===== config.mk =====
export PLATFORM = sky130hd
export DESIGN_NAME = alu_issue_ctrl
export DESIGN_NICKNAME = d
export VERILOG_FILES = /design/src/rtl/alu_issue_ctrl.sv
export SDC_FILE = /design/constraint.sdc
export NUM_CORES = 1
export LEC_CHECK = 0
export BUFFER_PORTS_ARGS = -buffer_cell sky130_fd_sc_hd__clkbuf_2
export CORE_MARGIN = 1
export CORE_UTILIZATION = 45
export CTS_CLUSTER_DIAMETER = 100
export CTS_CLUSTER_SIZE = 24
export DETAILED_ROUTE_END_ITERATION = 12
export GPL_TIMING_DRIVEN = 0
export PLACE_DENSITY = 0.84
export SKIP_LAST_GASP = 1
export SYNTH_ARGS = -nofsm -noshare
export SYNTH_HDL_FRONTEND = slang
export SYNTH_SLANG_ARGS = --single-unit

===== constraint.sdc =====
create_clock -name clk -period 1.7 [get_ports clk]
set_input_delay 0 -clock clk [delete_from_list [all_inputs] [get_ports clk]]
set_output_delay 0 -clock clk [all_outputs]
set_load 0.05 [all_outputs]

===== src/rtl/alu_issue_ctrl.sv =====
// alu_issue_ctrl: initiator side of the 8-bit ALU command interface.
// Accepts encoded instructions, reads operands from a local 4-entry register
// file, drives the clocked ALU, waits RESULT_LATENCY cycles, then writes the
// result back and pulses done.
//
// Optional build macro: ALU_ISSUE_PERF_CNT_EN enables the saturating
// completed-instruction counter on instr_count (tied to 0 otherwise).
//
// state | meaning
// IDLE  | ready for an instruction; operands latched on acceptance
// ISSUE | ALU inputs stable, ALU samples them at the end of this cycle
// WAIT  | result latency countdown; capture and writeback when count is 1
module alu_issue_ctrl #(
    parameter int DATA_W         = 8,
    parameter int RESULT_LATENCY = 1
) (
    input  logic              clk,
    input  logic              rst,
    input  logic              instr_valid,
    input  logic [15:0]       instr,
    output logic              instr_ready,
    input  logic              host_wr_en,
    input  logic [1:0]        host_wr_addr,
    input  logic [DATA_W-1:0] host_wr_data,
    input  logic [1:0]        host_rd_addr,
    output logic [DATA_W-1:0] host_rd_data,
    output logic [DATA_W-1:0] alu_a,
    output logic [DATA_W-1:0] alu_b,
    output logic [2:0]        alu_op,
    output logic [2:0]        alu_shift,
    input  logic [DATA_W-1:0] alu_result,
    input  logic [DATA_W-1:0] alu_barrel_a,
    input  logic              alu_carry,
    input  logic              alu_overflow,
    output logic              done,
    output logic              busy,
    output logic              zero_flag,
    output logic              carry_flag,
    output logic              overflow_flag,
    output logic [15:0]       instr_count
);

    typedef enum logic [1:0] {IDLE, ISSUE, WAIT} state_t;

    state_t            state_q, state_d;
    logic [DATA_W-1:0] rf [0:3];
    logic [2:0]        cnt_q;
    logic [1:0]        rd_q;
    logic [2:0]        op_q;
    logic              accept;
    logic              capture;
    logic [DATA_W-1:0] wb_data;
    logic              unused_reserved;

    // Reserved encoding bits carry no meaning.
    assign unused_reserved = ^instr[3:0];

    assign host_rd_data = rf[host_rd_addr];
    assign wb_data      = (op_q == 3'd7) ? alu_barrel_a : alu_result;

    // Next-state decode and handshake/status outputs.
    always_comb begin
        state_d     = state_q;
        instr_ready = 1'b0;
        busy        = 1'b1;
        capture     = 1'b0;
        case (state_q)
            IDLE: begin
                instr_ready = 1'b1;
                busy        = 1'b0;
                if (instr_valid) state_d = ISSUE;
            end
            ISSUE: state_d = WAIT;
            WAIT: begin
                if (cnt_q == 3'd1) begin
                    capture = 1'b1;
                    state_d = IDLE;
                end
            end
            default: state_d = IDLE;
        endcase
    end

    assign accept = instr_valid & instr_ready;

    // State register.
    always_ff @(posedge clk) begin
        if (rst) state_q <= IDLE;
        else     state_q <= state_d;
    end

    // Operand/opcode latching and latency countdown.
    always_ff @(posedge clk) begin
        if (rst) begin
            alu_a     <= '0;
            alu_b     <= '0;
            alu_op    <= '0;
            alu_shift <= '0;
            rd_q      <= '0;
            op_q      <= '0;
            cnt_q     <= '0;
        end else begin
            if (accept) begin
                alu_op    <= instr[15:13];
                alu_shift <= instr[12:10];
                rd_q      <= instr[9:8];
                op_q      <= instr[15:13];
                alu_a     <= rf[instr[7:6]];
                alu_b     <= rf[instr[5:4]];
            end
            if (state_q == ISSUE)     cnt_q <= 3'(RESULT_LATENCY);
            else if (state_q == WAIT) cnt_q <= cnt_q - 3'd1;
        end
    end

    // Register file: writeback is applied last so it wins an address collision.
    always_ff @(posedge clk) begin
        if (rst) begin
            for (int i = 0; i < 4; i++) rf[i] <= '0;
        end else begin
            if (host_wr_en) rf[host_wr_addr] <= host_wr_data;
            if (capture)    rf[rd_q]         <= wb_data;
        end
    end

    // Result flags and completion pulse.
    always_ff @(posedge clk) begin
        if (rst) begin
            zero_flag     <= 1'b0;
            carry_flag    <= 1'b0;
            overflow_flag <= 1'b0;
            done          <= 1'b0;
        end else begin
            done <= capture;
            if (capture) begin
                zero_flag <= (wb_data == '0);
                case (op_q)
                    3'd0, 3'd3: begin
                        carry_flag    <= alu_carry;
                        overflow_flag <= alu_overflow;
                    end
                    3'd7: ;
                    default: begin
                        carry_flag    <= 1'b0;
                        overflow_flag <= 1'b0;
                    end
                endcase
            end
        end
    end

`ifdef ALU_ISSUE_PERF_CNT_EN
    logic [15:0] perf_cnt_q;

    // Saturating count of completed instructions.
    always_ff @(posedge clk) begin
        if (rst)                                  perf_cnt_q <= '0;
        else if (capture && perf_cnt_q != 16'hFFFF) perf_cnt_q <= perf_cnt_q + 16'd1;
    end

    assign instr_count = perf_cnt_q;
`else
    assign instr_count = '0;
`endif

endmodule


==> flow_metrics.py, run 1 <==
metrics = {
    "logic_synthesis": {
        "yosysMostFrequentCell": "nand2_1",
        "synth_ff_type": "dfxtp_1",
        "ys_seq_elements": 65,
        "synthCells": 344,
        "ys_warn_count": 0,
        "synth_top_area_share_pct": 25.3,
        "synth_common_cells": "nand2_1, nand3_1, dfxtp_1, edfxtp_1, a21oi_1",
        "synth.area.top_cells": "edfxtp_1, dfxtp_1, mux4_2, nand2_1, nand3_1",
        "avgSynthCellArea_um2": 11.0,
        "yosysSeqAreaShare_pct": 42.8,
        "synth-edff-count": 32,
        "async_reset_ff_share_pct": 0,
        "synth_cell_types": 41,
        "netlist_area_um2": 3790,
        "netlist.top_cell.by_area": "edfxtp_1",
    },
    "layout": {
        "area_growth_pct": 32.7,
        "instances_no_fill": 582,
        "nets": 528,
        "drive_gt1_share_pct": 46.5,
        "antennaDiodeCount": 0,
        "finalInstanceArea_um2": 5030,
    },
    "critical_path": {
        "required_ns": 1.79,
        "cp-end-kind": "register",
        "arrival_ns": 1.80,
        "worst-r2r-cell-count": 8,
        "critPathKind": "register to register",
        "cp-start-kind": "register",
        "cp_max_fo": 8,
        "r2r_end": "rf[2][1]$_DFFE_PP_",
        "r2r_slack_ns": -0.01,
        "r2r_start": "state_q[0]$_SDFFE_PP0P_",
    },
    "timing": {
        "clock_skew_ns": 0.00747,
        "setup_ws_ns": -0.0122,
        "finalSetupViolations": 2,
        "max_freq_mhz": 584,
        "timing.final.crit_share_pct": 101,
        "rsz0062_at_grt": "true",
        "finalSetupTns_ns": -0.0141,
        "worst_pin_slew_ns": 0.568,
        "hold_violations": 0,
        "report.final.slew_viol_count": 0,
        "slew_headroom_pct": 62.1,
        "fin_crit_ns": 1.71,
        "hold_ws_ns": 0.00402,
    },
    "cts": {
        "numClockSinks": 65,
        "clk_latency_ns": 0.35,
        "cts_tree": "yes",
        "h-tree-depth": 3,
        "clock_path_buffers": 2,
        "clk_pin_slew_ns": 0.08,
        "root_buffer": "clkbuf_8",
        "cts_inserted_buffers": 9,
    },
    "placement": {
        "io_buffers": 75,
        "hpwl_um": 7000,
        "placed_area_um2": 4370,
        "gp_congestion": 0.867,
        "place_inst": 539,
    },
    "min_path": {
        "hp-start": "host_wr_data[7]",
        "min_to": "rf[3][7]$_DFFE_PP_",
        "hold_path_class": "input port to register",
        "worstHoldPathCells": 3,
    },
    "route": {
        "viasPerCell": 5.49,
        "drtIter0Drc": 159,
        "vias": 3198,
        "dr.pass1.iters": 5,
        "wirelength_um": 9880,
        "drc_errors": 0,
        "drtAntennaViolNets": 0,
        "wl_per_cell_um": 17.0,
    },
    "global_route": {
        "overflow": 0,
        "first_global_vias": 3116,
        "grt_pass1_wl_um": 15300,
        "antenna_found_initial": 0,
        "grt_use_total_pct": 23.6,
        "grt_max_degree": 12,
    },
    "outcome": {
        "violations": "negative setup slack",
        "status": "finished, violations left",
    },
    "floorplan": {
        "die_y_um": 93.8,
        "core_area_um2": 8180,
        "die_w_um": 93.8,
        "start_util_pct": 46.4,
        "io_pins": 102,
        "rows": 33,
        "die_area_um2": 8800,
    },
    "run": {
        "max-cap-violations": 0,
    },
    "power_and_ir_drop": {
        "p_leak_nw": 2.08,
        "p_total_mw": 4.94,
        "ir_drop_v": 0.000416,
        "p_per_area_nw_per_um2": 982,
    },
}
## cells in the final DEF (no fill, tap or decap), types with 16 or more instances in the layout
cell      count
a21oi_1      25
buf_4        26
o21ai_2      19
nand2_1      52
conb_1       16
nand3_1      27
dfxtp_1      28
clkbuf_2     77
mux4_2       24
edfxtp_1     32
## logic make-up (layout without fill, tap and decap cells)
kind of cell,after synthesis,count (layout),share of synthesized area (%)
flops,65,65,42.8
mux,34,34,19.1
compound gates,65,65,10.8
simple gates,125,125,17.3
other cells,1,16,0.0989
fa+ha+maj,6,6,1.98
xor+xnor,1,1,0.231
buf+inv,47,165,7.85
## metal layers
| metal | vias up | global-route usage (%) | part of all wire, % |
|---|---|---|---|
| li1 | 1491 | - | - |
| met2 | 163 | 40.1 | 50 |
| met1 | 1515 | 28.2 | 39 |
| met3 | 29 | 4.37 | 7.8 |
| met5 | - | 0 | 0 |
| met4 | 0 | 12.9 | 3.2 |
## what timing repair did
| action | in CTS | in global routing |
|---|---|---|
| setup endpoints to repair | 64 | 82 |
| cloned | 2 | 0 |
| pin swaps | 1 | 5 |
| hold endpoints to repair | 10 | 0 |
| gates resized for setup | 16 | 28 |
| setup buffers | 11 | 5 |
| hold buffers | 10 | 0 |
## final cells by class
cell class | count | area [um^2]
timing repair buffer | 103 | 686
multi-input combinational | 247 | 2050
fill | 664 | 3140
inverter | 6 | 26.3
clock buffer | 9 | 124
sequential | 65 | 1630
clock inverter | 7 | 85.1
buffer | 40 | 297
tap | 105 | 131
## worst max-delay path, stage by stage, from the launching register on
cell and delay [ns]:
dfxtp_2 0.34, inv_2 0.09, ha_4 0.14, and4bb_1 0.22, buf_6 0.15, nand3b_4 0.16, buf_4 0.20, nand3_1 0.08
o21ai_1 0.07
## flip-flops by register name, indices dropped and copies added (netlist names)
signal and count:
op_q 3, alu_b 8, carry_flag 1, rd_q 2, alu_shift 3, overflow_flag 1
cnt_q 3, done 1, state_q 2, rf 32, zero_flag 1, alu_a 8
## where the power goes
group          internal, mW  switching (mW)
clock                 0.810           0.600
sequential             1.82           0.138
combinational         0.523            1.05
## how the worst max path moves through the flow
stage	startpoint	end	slack (ns)	cells past startpoint
floorplan	state_q[0]$_SDFFE_PP0P_	rf[1][0]$_DFFE_PP_	0.008	7
global placement	state_q[0]$_SDFFE_PP0P_	rf[3][6]$_DFFE_PP_	-0.21	7
detailed placement	state_q[0]$_SDFFE_PP0P_	rf[3][5]$_DFFE_PP_	-0.24	7
CTS	cnt_q[1]$_SDFFE_PP0N_	rf[0][4]$_DFFE_PP_	0.008	7
global route	state_q[0]$_SDFFE_PP0P_	rf[2][1]$_DFFE_PP_	-0.07	8
finish	state_q[0]$_SDFFE_PP0P_	rf[2][1]$_DFFE_PP_	-0.01	8
## per-stage QoR
stage	setup WS [ns]	utilization, %
after floorplan	0.00789	-
after global placement	-0.206	53.5
after CTS	0.00838	59.9
after global routing	-0.0663	61.5
after detailed placement	-0.245	53.5
final	-0.0122	61.5
Power figures use the tool's default switching activity.
==> run 2: changes to the inputs <==
--- a/config.mk
+++ b/config.mk
@@ -5,6 +5,7 @@
 export SDC_FILE = /design/constraint.sdc
 export NUM_CORES = 1
 export LEC_CHECK = 0
+export ABC_AREA = 1
 export BUFFER_PORTS_ARGS = -buffer_cell sky130_fd_sc_hd__clkbuf_2
 export CORE_MARGIN = 1
 export CORE_UTILIZATION = 45
==> flow_metrics.py, run 2 <==
metrics = {
    "power_and_ir_drop": {
        "p_leak_nw": 2.29,
        "ir_drop_v": 0.000798,
        "p_total_mw": 5.97,
        "p_per_area_nw_per_um2": 1210,
    },
    "layout": {
        "drive_gt1_share_pct": 26.6,
        "multi_input_area_um2": 1820,
        "final_common_cell": "clkbuf_2",
        "final_cell_mix": "clkbuf_2, inv_1, nand2_1",
        "nets": 671,
        "largest_reg_flops": 32,
        "nFillCells": 736,
        "regMostFlops": "rf",
        "largestRegisters": "rf (32), alu_a (8), alu_b (8)",
        "ff_latch_area_um2": 1620,
        "antennaDiodeCount": 0,
        "fin_util_pct": 60.1,
        "area_growth_pct": 28.9,
    },
    "logic_synthesis": {
        "synth_xor_area_share_pct": 0,
        "muxShareOfSynthArea_pct": 0,
        "yosys.area_share.simple_pct": 19.4,
        "ys_seq_elements": 65,
        "synth-edff-count": 32,
        "netlist_area_um2": 3830,
        "synth_compound_area_share_pct": 22.5,
        "synth_ff_type": "dfxtp_1",
        "async_reset_ff_share_pct": 0,
        "synth_cell_types": 29,
        "netlist.top_cell.by_area": "edfxtp_1",
        "yosysSeqAreaShare_pct": 42.4,
        "synth.area.top_cells": "edfxtp_1, dfxtp_1, nand3_1, a21oi_1, o211ai_1",
        "avgSynthCellArea_um2": 7.91,
        "synth_top_family_by_area": "compound AO/OA/AOI/OAI gates",
        "synth_fa_ha_area_share_pct": 1.96,
        "yosysMostFrequentCell": "inv_1",
        "synthCells": 484,
        "synth_top_area_share_pct": 25.1,
        "ys_warn_count": 0,
        "synth_common_cells": "inv_1, nand2_1, nand3_1, a21oi_1, o21ai_0",
    },
    "placement": {
        "hpwl_um": 8370,
        "gp_congestion": 0.884,
        "io_buffers": 78,
    },
    "cts": {
        "numClockSinks": 65,
        "clock_path_buffers": 2,
        "cts_tree": "yes",
        "cts_inserted_buffers": 9,
        "clk_latency_ns": 0.35,
        "root_buffer": "clkbuf_8",
        "h-tree-depth": 3,
        "clk_pin_slew_ns": 0.07,
    },
    "floorplan": {
        "die_w_um": 94.2,
        "core_area_um2": 8220,
        "rows": 33,
        "start_util_pct": 46.6,
        "die_area_um2": 8880,
        "io_pins": 102,
        "die_y_um": 94.2,
    },
    "route": {
        "dr.pass1.iters": 5,
        "drc_errors": 0,
        "viasPerCell": 5.41,
        "wl_per_cell_um": 15.7,
        "vias": 3919,
        "wirelength_um": 11400,
        "drtIter0Drc": 384,
        "drtAntennaViolNets": 0,
    },
    "timing": {
        "worst_pin_slew_ns": 0.635,
        "report.final.slew_viol_count": 0,
        "finalSetupViolations": 0,
        "timing.final.crit_share_pct": 95.4,
        "fin_crit_ns": 1.62,
        "hold_violations": 0,
        "slew_headroom_pct": 57.6,
        "max_freq_mhz": 617,
        "clock_skew_ns": 0.00861,
    },
    "outcome": {
        "status": "completed",
    },
    "critical_path": {
        "required_ns": 1.87,
        "r2r_start": "state_q[0]$_SDFFE_PP0P_",
        "r2r_slack_ns": 0.08,
        "worst-r2r-cell-count": 7,
        "cp_max_fo": 8,
        "critPathKind": "register to register",
        "critPathLaunch": "state_q[0]$_SDFFE_PP0P_",
        "cp-endpoint": "rf[0][3]$_DFFE_PP_",
        "arrival_ns": 1.79,
        "cp-end-kind": "register",
        "r2r_end": "rf[0][3]$_DFFE_PP_",
        "cp-start-kind": "register",
    },
    "global_route": {
        "first_global_vias": 3652,
        "grt_pass1_wl_um": 17500,
        "grt_max_degree": 11,
        "antenna_found_initial": 0,
        "overflow": 0,
        "grt_use_total_pct": 26.0,
    },
    "min_path": {
        "hold_path_class": "input port to register",
    },
    "run": {
        "max-cap-violations": 0,
    },
}
run 2: changes by cell type in the layout (fill, tap and decap cells not counted), sizes merged, moves of 15 or more:
cell and delta:
mux4 -24, nand3 +20, o211ai +32, o21ai +39, clkbuf +15, inv +61, a21oi +25
run 2: worst max-delay path, stage by stage, from the launching register on:
cell and delay [ns]:
dfxtp_1 0.32, inv_2 0.09, ha_4 0.17, nand3_4 0.11, nor2_8 0.18, nand3_4 0.17
buf_8 0.18, o21ai_1 0.21
run 2: how the worst min path moves through the flow:
stage	from	endpoint	slack, ns	cells after the start
floorplan	rst	done$_SDFF_PP0_	0.1	1
global placement	alu_carry	carry_flag$_SDFFE_PP0P_	0.23	3
detailed placement	alu_carry	carry_flag$_SDFFE_PP0P_	0.24	3
CTS	host_wr_data[7]	rf[3][7]$_DFFE_PP_	0.02	3
global route	host_wr_data[7]	rf[1][7]$_DFFE_PP_	0.05	3
finish	host_wr_data[7]	rf[3][7]$_DFFE_PP_	0.05	3
run 2: stage by stage:
step	hold slack [ns]	cells	area (um^2)	setup WS [ns]	setup TNS, ns
after CTS	0.0242	709	4770	0.00276	0
after global placement	0.232	682	4430	-0.0746	-2.32
after detailed placement	0.242	682	4430	-0.144	-4.96
final	0.0485	725	4930	0.0784	0
after global routing	0.0532	725	4930	-0.0119	-0.0384
after floorplan	0.0975	499	3910	0.0155	0
run 2: power by group:
group	switching (mW)	internal (mW)
clock network	0.605	0.715
logic	1.81	0.719
registers	0.191	1.94
total	2.60	3.37
run 2: logic make-up after synthesis:
family,count (synthesis)
AOI/OAI and AO/OA,155
buffers and inverters,110
and+or+nand+nor,147
DFF,65
other,1
adders and majority gates,6
run 2: layer usage:
metal,global-route usage [%],vias to the layer above,share of wire [%]
met4,11.2,0,2.6
met5,0,-,0
met2,45.7,191,50
met3,5.02,29,7.2
li1,-,1897,-
met1,30.6,1802,40
run 2: final cells by class:
type,count,area share [%]
multi-input combinational,324,36.8
sequential,65,32.9
timing repair buffer,105,12.9
buffer,44,5.78
inverter,66,5.07
clock buffer,13,3.02
tap,105,2.66
clock inverter,3,0.811
run 2: what timing repair did:
action	in CTS	in global routing
hold buffers	11	0
endpoints found under the setup margin	56	69
gates resized for setup	9	9
pin swaps	1	4
cloned	0	1
hold endpoints to repair	11	0
buffers inserted	0	15
==> run 3: changes to the inputs <==
--- a/config.mk
+++ b/config.mk
@@ -13,6 +13,7 @@
 export CTS_CLUSTER_SIZE = 24
 export DETAILED_ROUTE_END_ITERATION = 12
 export GPL_TIMING_DRIVEN = 0
+export MAX_ROUTING_LAYER = met4
 export PLACE_DENSITY = 0.84
 export SKIP_LAST_GASP = 1
 export SYNTH_ARGS = -nofsm -noshare
==> flow_metrics.py, run 3 (synthesis results as in run 2) <==
metrics = {
    "timing": {
        "hold_ws_ns": 0.0292,
        "rsz0062_at_grt": "true",
        "clock_skew_ns": 0.0121,
        "fin_crit_ns": 1.64,
        "max_freq_mhz": 611,
        "finalSetupViolations": 0,
        "report.final.slew_viol_count": 0,
        "hold_violations": 0,
        "timing.final.crit_share_pct": 96.3,
    },
    "cts": {
        "clock_path_buffers": 2,
        "root_buffer": "clkbuf_8",
        "h-tree-depth": 3,
        "clk_latency_ns": 0.35,
        "cts_tree": "yes",
        "numClockSinks": 65,
        "cts_inserted_buffers": 9,
        "clk_pin_slew_ns": 0.08,
    },
    "layout": {
        "regMostFlops": "rf",
        "nFillCells": 728,
        "largestRegisters": "rf (32), alu_a (8), alu_b (8)",
        "area_growth_pct": 26.7,
        "ff_latch_area_um2": 1620,
        "drive_gt1_share_pct": 26.5,
        "fin_util_pct": 59.0,
        "largest_reg_flops": 32,
        "nets": 665,
        "final_cell_mix": "clkbuf_2, inv_1, nand2_1",
        "multi_input_area_um2": 1810,
        "final_common_cell": "clkbuf_2",
        "antennaDiodeCount": 0,
    },
    "critical_path": {
        "cpLargestDelayFamily": "simple AND/OR/NAND/NOR gates",
        "cp_max_fo": 10,
        "critPathLaunch": "state_q[0]$_SDFFE_PP0P_",
        "cp-end-kind": "register",
        "critPathKind": "register to register",
        "path_buf_inv": 2,
        "arrival_ns": 1.69,
        "cpMostUsedCell": "nand3_4",
        "cp-start-kind": "register",
        "r2r_start": "state_q[0]$_SDFFE_PP0P_",
        "required_ns": 1.75,
        "path_cells": "inv_2 -> ha_4 -> nand3_4 -> nor2_8 -> nand3_4 -> buf_6 -> nand2_4",
        "crit_slowest_cell": "dfxtp_1",
        "slowest_delay_ns": 0.34,
    },
    "route": {
        "drtAntennaViolNets": 0,
        "drc_errors": 0,
        "wl_per_cell_um": 15.3,
        "drtIter0Drc": 278,
        "dr.pass1.iters": 5,
        "viasPerCell": 5.35,
        "vias": 3846,
        "wirelength_um": 11000,
    },
    "floorplan": {
        "start_util_pct": 46.6,
        "die_w_um": 94.2,
        "die_y_um": 94.2,
        "core_area_um2": 8220,
        "rows": 33,
        "io_pins": 102,
        "die_area_um2": 8880,
    },
    "min_path": {
        "hp-start": "host_wr_data[7]",
        "hold_path_class": "input port to register",
    },
    "global_route": {
        "antenna_found_initial": 0,
        "overflow": 0,
        "grt_max_degree": 13,
        "grt_use_total_pct": 26.0,
        "first_global_vias": 3610,
        "grt_pass1_wl_um": 17100,
    },
    "outcome": {
        "status": "completed",
    },
    "power_and_ir_drop": {
        "pwr-share-clk_pct": 20.9,
        "combPwrFrac_pct": 42.6,
        "ir_drop_v": 0.000696,
        "pwr-share-seq_pct": 36.4,
        "p_leak_nw": 2.25,
        "swShare_pct": 45.3,
        "p_per_area_nw_per_um2": 1210,
        "intPower_mw": 3.20,
        "power_switching_mw": 2.65,
    },
    "placement": {
        "hpwl_um": 8360,
        "io_buffers": 78,
        "gp_congestion": 0.894,
    },
    "run": {
        "max-cap-violations": 0,
    },
}
## run 3: cell count changes in the layout (fill, tap and decap cells not counted), sizes merged
| cell | previous run | this run |
|---|---|---|
| buf | 44 | 40 |
| bufinv | 1 | 0 |
| clkbuf | 107 | 102 |
| clkinvlp | 0 | 1 |
| inv | 66 | 69 |
## run 3: layout make-up
cell class              count  share of cell area [%]
multi-input cells         324                    37.3
flip-flops and latches     65                    33.5
repair buffers             99                    11.9
plain buffers              44                    5.83
inverters                  66                    5.16
clock buffers              10                    2.84
well taps                 105                    2.71
clock inverters             6                   0.826
## run 3: tightest hold or removal path: cells and delay by family
kind / cells / cell delay [ns]
and+or+nand+nor: 1 / 0.08
AOI/OAI and AO/OA: 1 / 0.07
buffers and inverters: 1 / 0.13
## run 3: repair_timing
| item | CTS | global route |
|---|---|---|
| pin swaps | 0 | 2 |
| hold endpoints to repair | 11 | 0 |
| endpoints found under the setup margin | 55 | 63 |
| hold buffers | 11 | 0 |
| gates resized for setup | 8 | 10 |
| setup buffers | 0 | 10 |
## run 3: final timing paths
check | to | slack [ns] | cells past startpoint
worst min-delay path | rf[3][7]$_DFFE_PP_ | 0.03 | 3
worst max-delay path | rf[2][2]$_DFFE_PP_ | 0.06 | 7
worst min register to register | alu_shift[2]$_SDFFE_PP0P_ | 0.49 | 2
worst max register to register | rf[2][2]$_DFFE_PP_ | 0.06 | 7
## run 3: through the flow
stage | worst slack [ns] | setup TNS (ns) | area (um^2) | cells | total power, mW
global placement | -0.0670 | -2.19 | 4430 | 682 | 4.43
CTS | 0.00120 | 0 | 4750 | 709 | 5.76
floorplan | 0.0155 | 0 | 3910 | 499 | 3.94
detailed placement | -0.164 | -5.59 | 4430 | 682 | 4.51
global route | -0.00314 | -0.0152 | 4850 | 719 | 6.18
finish | 0.0623 | 0 | 4850 | 719 | 5.85
## run 3: layer usage
| layer | track usage [%] | routed length, um |
|---|---|---|
| met1 | 30.4 | 4510 |
| met2 | 42.9 | 5270 |
| met3 | 4.37 | 900 |
| met4 | 13.5 | 325 |
| met5 | - | 0 |
## run 3: power groups by stage
stage / registers (mW) / logic (mW) / clock network [mW]
final: 2.13 / 2.49 / 1.23
after global routing: 2.16 / 2.71 / 1.31
after CTS: 2.13 / 2.41 / 1.23
after detailed placement: 2.15 / 2.35 / 0
after global placement: 2.14 / 2.29 / 0
after floorplan: 2.70 / 1.23 / 0
